$ cat config.mk
export PLATFORM = sky130hd
export DESIGN_NAME = spi_reg_ctrl
export DESIGN_NICKNAME = d
export VERILOG_FILES = /design/src/rtl/spi_reg_ctrl.sv
export SDC_FILE = /design/constraint.sdc
export NUM_CORES = 1
export LEC_CHECK = 0
export ABC_AREA = 1
export CORE_MARGIN = 5
export CORE_UTILIZATION = 50
export DETAILED_ROUTE_END_ITERATION = 8
export GPL_ROUTABILITY_DRIVEN = 1
export PLACE_DENSITY_LB_ADDON = 0.25
export SYNTH_ARGS = -nofsm -noshare
export SYNTH_HDL_FRONTEND = slang
export SYNTH_SLANG_ARGS = --single-unit
$ cat constraint.sdc
create_clock -name clk -period 2.8 [get_ports clk]
set_input_delay 0.28 -clock clk [delete_from_list [all_inputs] [get_ports clk]]
set_output_delay 0.28 -clock clk [all_outputs]
set_load 0.05 [all_outputs]
$ cat src/rtl/spi_reg_ctrl.sv
// SPI frame decoder: a command byte followed by write-data or read-dummy bytes becomes register-bank accesses.
// Define SPI_REG_CTRL_AUTOINC_EN to advance reg_addr after every data byte of a burst (otherwise FIFO-style).
module spi_reg_ctrl #(
   parameter int ADDR_W      = 7,
   parameter int DATA_W      = 8,
   parameter int FRAME_CNT_W = 16
) (
   input  logic                   clk,
   input  logic                   rst,
   input  logic                   ss,
   input  logic                   rx_valid,
   input  logic [DATA_W-1:0]      rx_byte,
   output logic [DATA_W-1:0]      tx_byte,
   output logic                   tx_load,
   output logic [ADDR_W-1:0]      reg_addr,
   output logic [DATA_W-1:0]      reg_wdata,
   output logic                   reg_we,
   output logic                   reg_re,
   input  logic [DATA_W-1:0]      reg_rdata,
   output logic                   busy,
   output logic [FRAME_CNT_W-1:0] frame_cnt,
   output logic [7:0]             err_cnt
);

   typedef enum logic [2:0] {IDLE, CMD, WR_DATA, RD_FETCH, RD_WAIT, RD_DATA} state_t;

`ifdef SPI_REG_CTRL_AUTOINC_EN
   localparam logic [ADDR_W-1:0] ADDR_STEP = ADDR_W'(1);
`else
   localparam logic [ADDR_W-1:0] ADDR_STEP = '0;
`endif
   localparam logic [FRAME_CNT_W-1:0] FRAME_ONE = FRAME_CNT_W'(1);

   state_t                 r_state;
   logic                   r_ssPrev;
   logic [DATA_W-1:0]      r_txByte;
   logic                   r_txLoad;
   logic [ADDR_W-1:0]      r_addr;
   logic [DATA_W-1:0]      r_wdata;
   logic                   r_we;
   logic                   r_re;
   logic [FRAME_CNT_W-1:0] r_frameCnt;
   logic [7:0]             r_errCnt;

   state_t                 w_stateNext;
   logic [DATA_W-1:0]      w_txByteNext;
   logic                   w_txLoadNext;
   logic [ADDR_W-1:0]      w_addrNext;
   logic [DATA_W-1:0]      w_wdataNext;
   logic                   w_weNext;
   logic                   w_reNext;
   logic [FRAME_CNT_W-1:0] w_frameCntNext;
   logic [7:0]             w_errCntNext;
   logic                   w_errInc;

   // Strobes are registered together with the state change so reg_re lines up with RD_FETCH.
   always_comb begin
      w_stateNext    = r_state;
      w_txByteNext   = r_txByte;
      w_txLoadNext   = 1'b0;
      w_addrNext     = r_addr;
      w_wdataNext    = r_wdata;
      w_weNext       = 1'b0;
      w_reNext       = 1'b0;
      w_frameCntNext = r_frameCnt;
      w_errCntNext   = r_errCnt;
      w_errInc       = 1'b0;

      if (r_we) begin
         w_addrNext = r_addr + ADDR_STEP;
      end

      if (r_state != IDLE && ss) begin
         w_stateNext = IDLE;
         if (r_state == CMD) begin
            w_errInc = 1'b1;
         end else begin
            w_frameCntNext = r_frameCnt + FRAME_ONE;
         end
      end else begin
         case (r_state)
            IDLE: begin
               if (!ss && r_ssPrev) begin
                  w_stateNext  = CMD;
                  w_txByteNext = '0;
                  w_txLoadNext = 1'b1;
               end
            end
            CMD: begin
               if (rx_valid) begin
                  w_addrNext = rx_byte[ADDR_W-1:0];
                  if (rx_byte[DATA_W-1]) begin
                     w_stateNext = RD_FETCH;
                     w_reNext    = 1'b1;
                  end else begin
                     w_stateNext = WR_DATA;
                  end
               end
            end
            WR_DATA: begin
               if (rx_valid) begin
                  w_wdataNext = rx_byte;
                  w_weNext    = 1'b1;
               end
            end
            RD_FETCH: begin
               w_errInc    = rx_valid;
               w_stateNext = RD_WAIT;
            end
            RD_WAIT: begin
               w_errInc     = rx_valid;
               w_txByteNext = reg_rdata;
               w_txLoadNext = 1'b1;
               w_stateNext  = RD_DATA;
            end
            RD_DATA: begin
               if (rx_valid) begin
                  w_addrNext  = r_addr + ADDR_STEP;
                  w_stateNext = RD_FETCH;
                  w_reNext    = 1'b1;
               end
            end
            default: w_stateNext = IDLE;
         endcase
      end

      if (w_errInc && r_errCnt != 8'hFF) begin
         w_errCntNext = r_errCnt + 8'd1;
      end
   end

   // ss history keeps tracking through reset so a held-low ss cannot fake a frame start.
   always_ff @(posedge clk) begin
      r_ssPrev <= ss;
      if (rst) begin
         r_state    <= IDLE;
         r_txByte   <= '0;
         r_txLoad   <= 1'b0;
         r_addr     <= '0;
         r_wdata    <= '0;
         r_we       <= 1'b0;
         r_re       <= 1'b0;
         r_frameCnt <= '0;
         r_errCnt   <= '0;
      end else begin
         r_state    <= w_stateNext;
         r_txByte   <= w_txByteNext;
         r_txLoad   <= w_txLoadNext;
         r_addr     <= w_addrNext;
         r_wdata    <= w_wdataNext;
         r_we       <= w_weNext;
         r_re       <= w_reNext;
         r_frameCnt <= w_frameCntNext;
         r_errCnt   <= w_errCntNext;
      end
   end

   assign tx_byte   = r_txByte;
   assign tx_load   = r_txLoad;
   assign reg_addr  = r_addr;
   assign reg_wdata = r_wdata;
   assign reg_we    = r_we;
   assign reg_re    = r_re;
   assign busy      = (r_state != IDLE);
   assign frame_cnt = r_frameCnt;
   assign err_cnt   = r_errCnt;

endmodule
==> metrics.txt <==
Seq. cell area 1080 µm²; peak supply drop 0.000368 V; die area 6570 µm²; first-pass GRT wire length 9.51 mm; Cell Area, Placed 3260 µm²; fraction of layout cells with a size suffix above 1 9.02%; CTS tree yes; htree depth 2; Core Util, Final 69.6%; Max Root-Sink Buffers 2; core area 4820 µm²; number of detailed-routing iterations run before antenna repair 4; pwr dens 477 nW/µm²; Crit. End Element output port; mapped cell area 2520 µm²; CTS Root Cell clkbuf_8; cts bufs inserted 5; Post-Route Skew 0.00483 ns; max-slew violations 0; buffers added on ports 70; Via-to-Cell Ratio 4.87; Crit path arrival time 1.86 ns; Final period util 76.5%; Skew-Pair Late Insertion Delay 0.30 ns; unrepaired setup endpoints after global routing false; Max Freq 467 MHz; Multi-input gate area 1200 µm²; Detailed Route WL 5.53 mm; vias 2322; cell area after layout 3350 µm²; die span in x 81.1 µm; synth unique cells 37; type of the worst setup path reg2out; Worst-Margin Slew 0.523 ns; initial antenna violation count 0; WP data required 2.52 ns; I/O pins 71; # DRC 0; Detailed Route Iter0 Violations 101; Critical Path Start Type flip-flop; commonest cells after routing, fill and taps aside nand2_1 (70), clkdlybuf4s50_1 (70), dfxtp_1 (54); syn avg cell area 7.45 µm²; net count after synthesis 361; Rows 25; setup violators final 0; area delta synth->final 32.7%; routability congestion estimate 0.878; clk slew on worst S/H paths 0.09 ns; met2 GRT Util 30.0%; fillers 444; die height 81.1 µm; largest net degree at the start of global routing 18; layer with the highest usage met2; hold_ws 0.447 ns; Rel. slew slack 65.0%; Initial Util 52.4%; hold_buf cts 0; vias in the first global route 2146; DRT antenna net count 0; Post-CTS Setup Bufs 0; number of inserted diodes 0; NumNets Final 431; Yosys reg bits 54; TNS Setup 0 ns; Routed WL per cell 11.6 µm; # resized after CTS 0; status completed; GRT Util Overall 18.3%; Global Route met1 Usage 22.4%; Yosys warnings 0; remaining global-route overflow 0; Final Hold Viols 0; hpwl dp 4.21 mm; maximum fanout along the worst path 5; Max-cap violations 0; post-synthesis sequential area ratio 42.8%; met3 track demand over resource 6.87%; LEAKAGE 1.28 nW; minimum clock period 2.14 ns; Sink Count 54; HP Class reg2reg; Gate Count Post-Synth 339
## Yosys cell counts, drive strengths merged
library cell,instances,area share (%)
nand2,74,12
dfxtp,54,43
inv,43,6.4
nor2,42,7.3
a21oi,35,7.4
nand3,29,6.4
o21ai,29,6.9
buf,6,2.3
nand4,6,1.7
clkbuf,4,0.59
nor3,4,0.79
ha,2,0.99
nand3b,2,1.1
xor2,2,0.69
a211oi,1,0.30
a31oi,1,0.25
and3,1,0.25
clkinv,1,0.20
o211ai,1,0.84
or2,1,0.25
xnor2,1,0.35
## layer usage
metal / up-vias / part of all wire (%)
met5: - / 0
met4: 0 / 0.92
met3: 4 / 7.4
met2: 55 / 46
met1: 1020 / 45
li1: 1243 / -
## worst max-delay path, stage by stage (launching register included)
cell and delay, ns:
dfxtp_1 0.48, inv_2 0.12, nand2_4 0.14, clkdlybuf4s50_1 0.82
## power by group
part / switching (mW) / total (mW) / internal, mW
Clock: 0.249 / 0.450 / 0.200
Combinational: 0.212 / 0.327 / 0.114
Sequential: 0.0253 / 0.821 / 0.796
Total: 0.487 / 1.60 / 1.11
## cells by family after synthesis
group,after synthesis,share of synthesized area [%]
adder cells (fa/ha/maj),2,0.991
XOR/XNOR,3,1.04
AO/OA/AOI/OAI,67,15.7
AND/OR/NAND/NOR,159,30.0
flip-flops,54,42.8
buffers and inverters,54,9.46
## flip-flops by register name (all words and copies together), names as in the netlist
name,count
frame_cnt,16
err_cnt,8
reg_wdata,8
tx_byte,8
reg_addr,7
r_state,3
r_ssPrev,1
reg_re,1
reg_we,1
tx_load,1
## per-stage QoR
step                      total power [mW]  std cells  worst slack, ns
after floorplan                       1.07        339             1.01
after global placement                1.16        469            0.783
after detailed placement              1.17        469            0.721
after CTS                             1.61        477            0.644
after global routing                  1.68        477            0.539
final                                 1.60        477            0.657
## path summary, 6_finish.rpt
kind | slack, ns | start | endpoint | cells after the start
min reg2reg | 0.45 | reg_wdata[0] | reg_wdata[0] | 2
max reg2reg | 1.20 | r_state[2] | tx_byte[7] | 6
max | 0.66 | r_state[2] | busy | 3
min | 0.45 | reg_wdata[0] | reg_wdata[0] | 2
## cell type report
cell class | count | share of cell area (%)
multi-input combinational | 231 | 36.0
sequential | 54 | 32.3
timing repair buffer | 73 | 21.6
inverter | 44 | 4.97
clock buffer | 7 | 2.58
tap | 67 | 2.50
clock inverter | 1 | 0.149
Note: power is estimated with default switching activity, not from simulation.
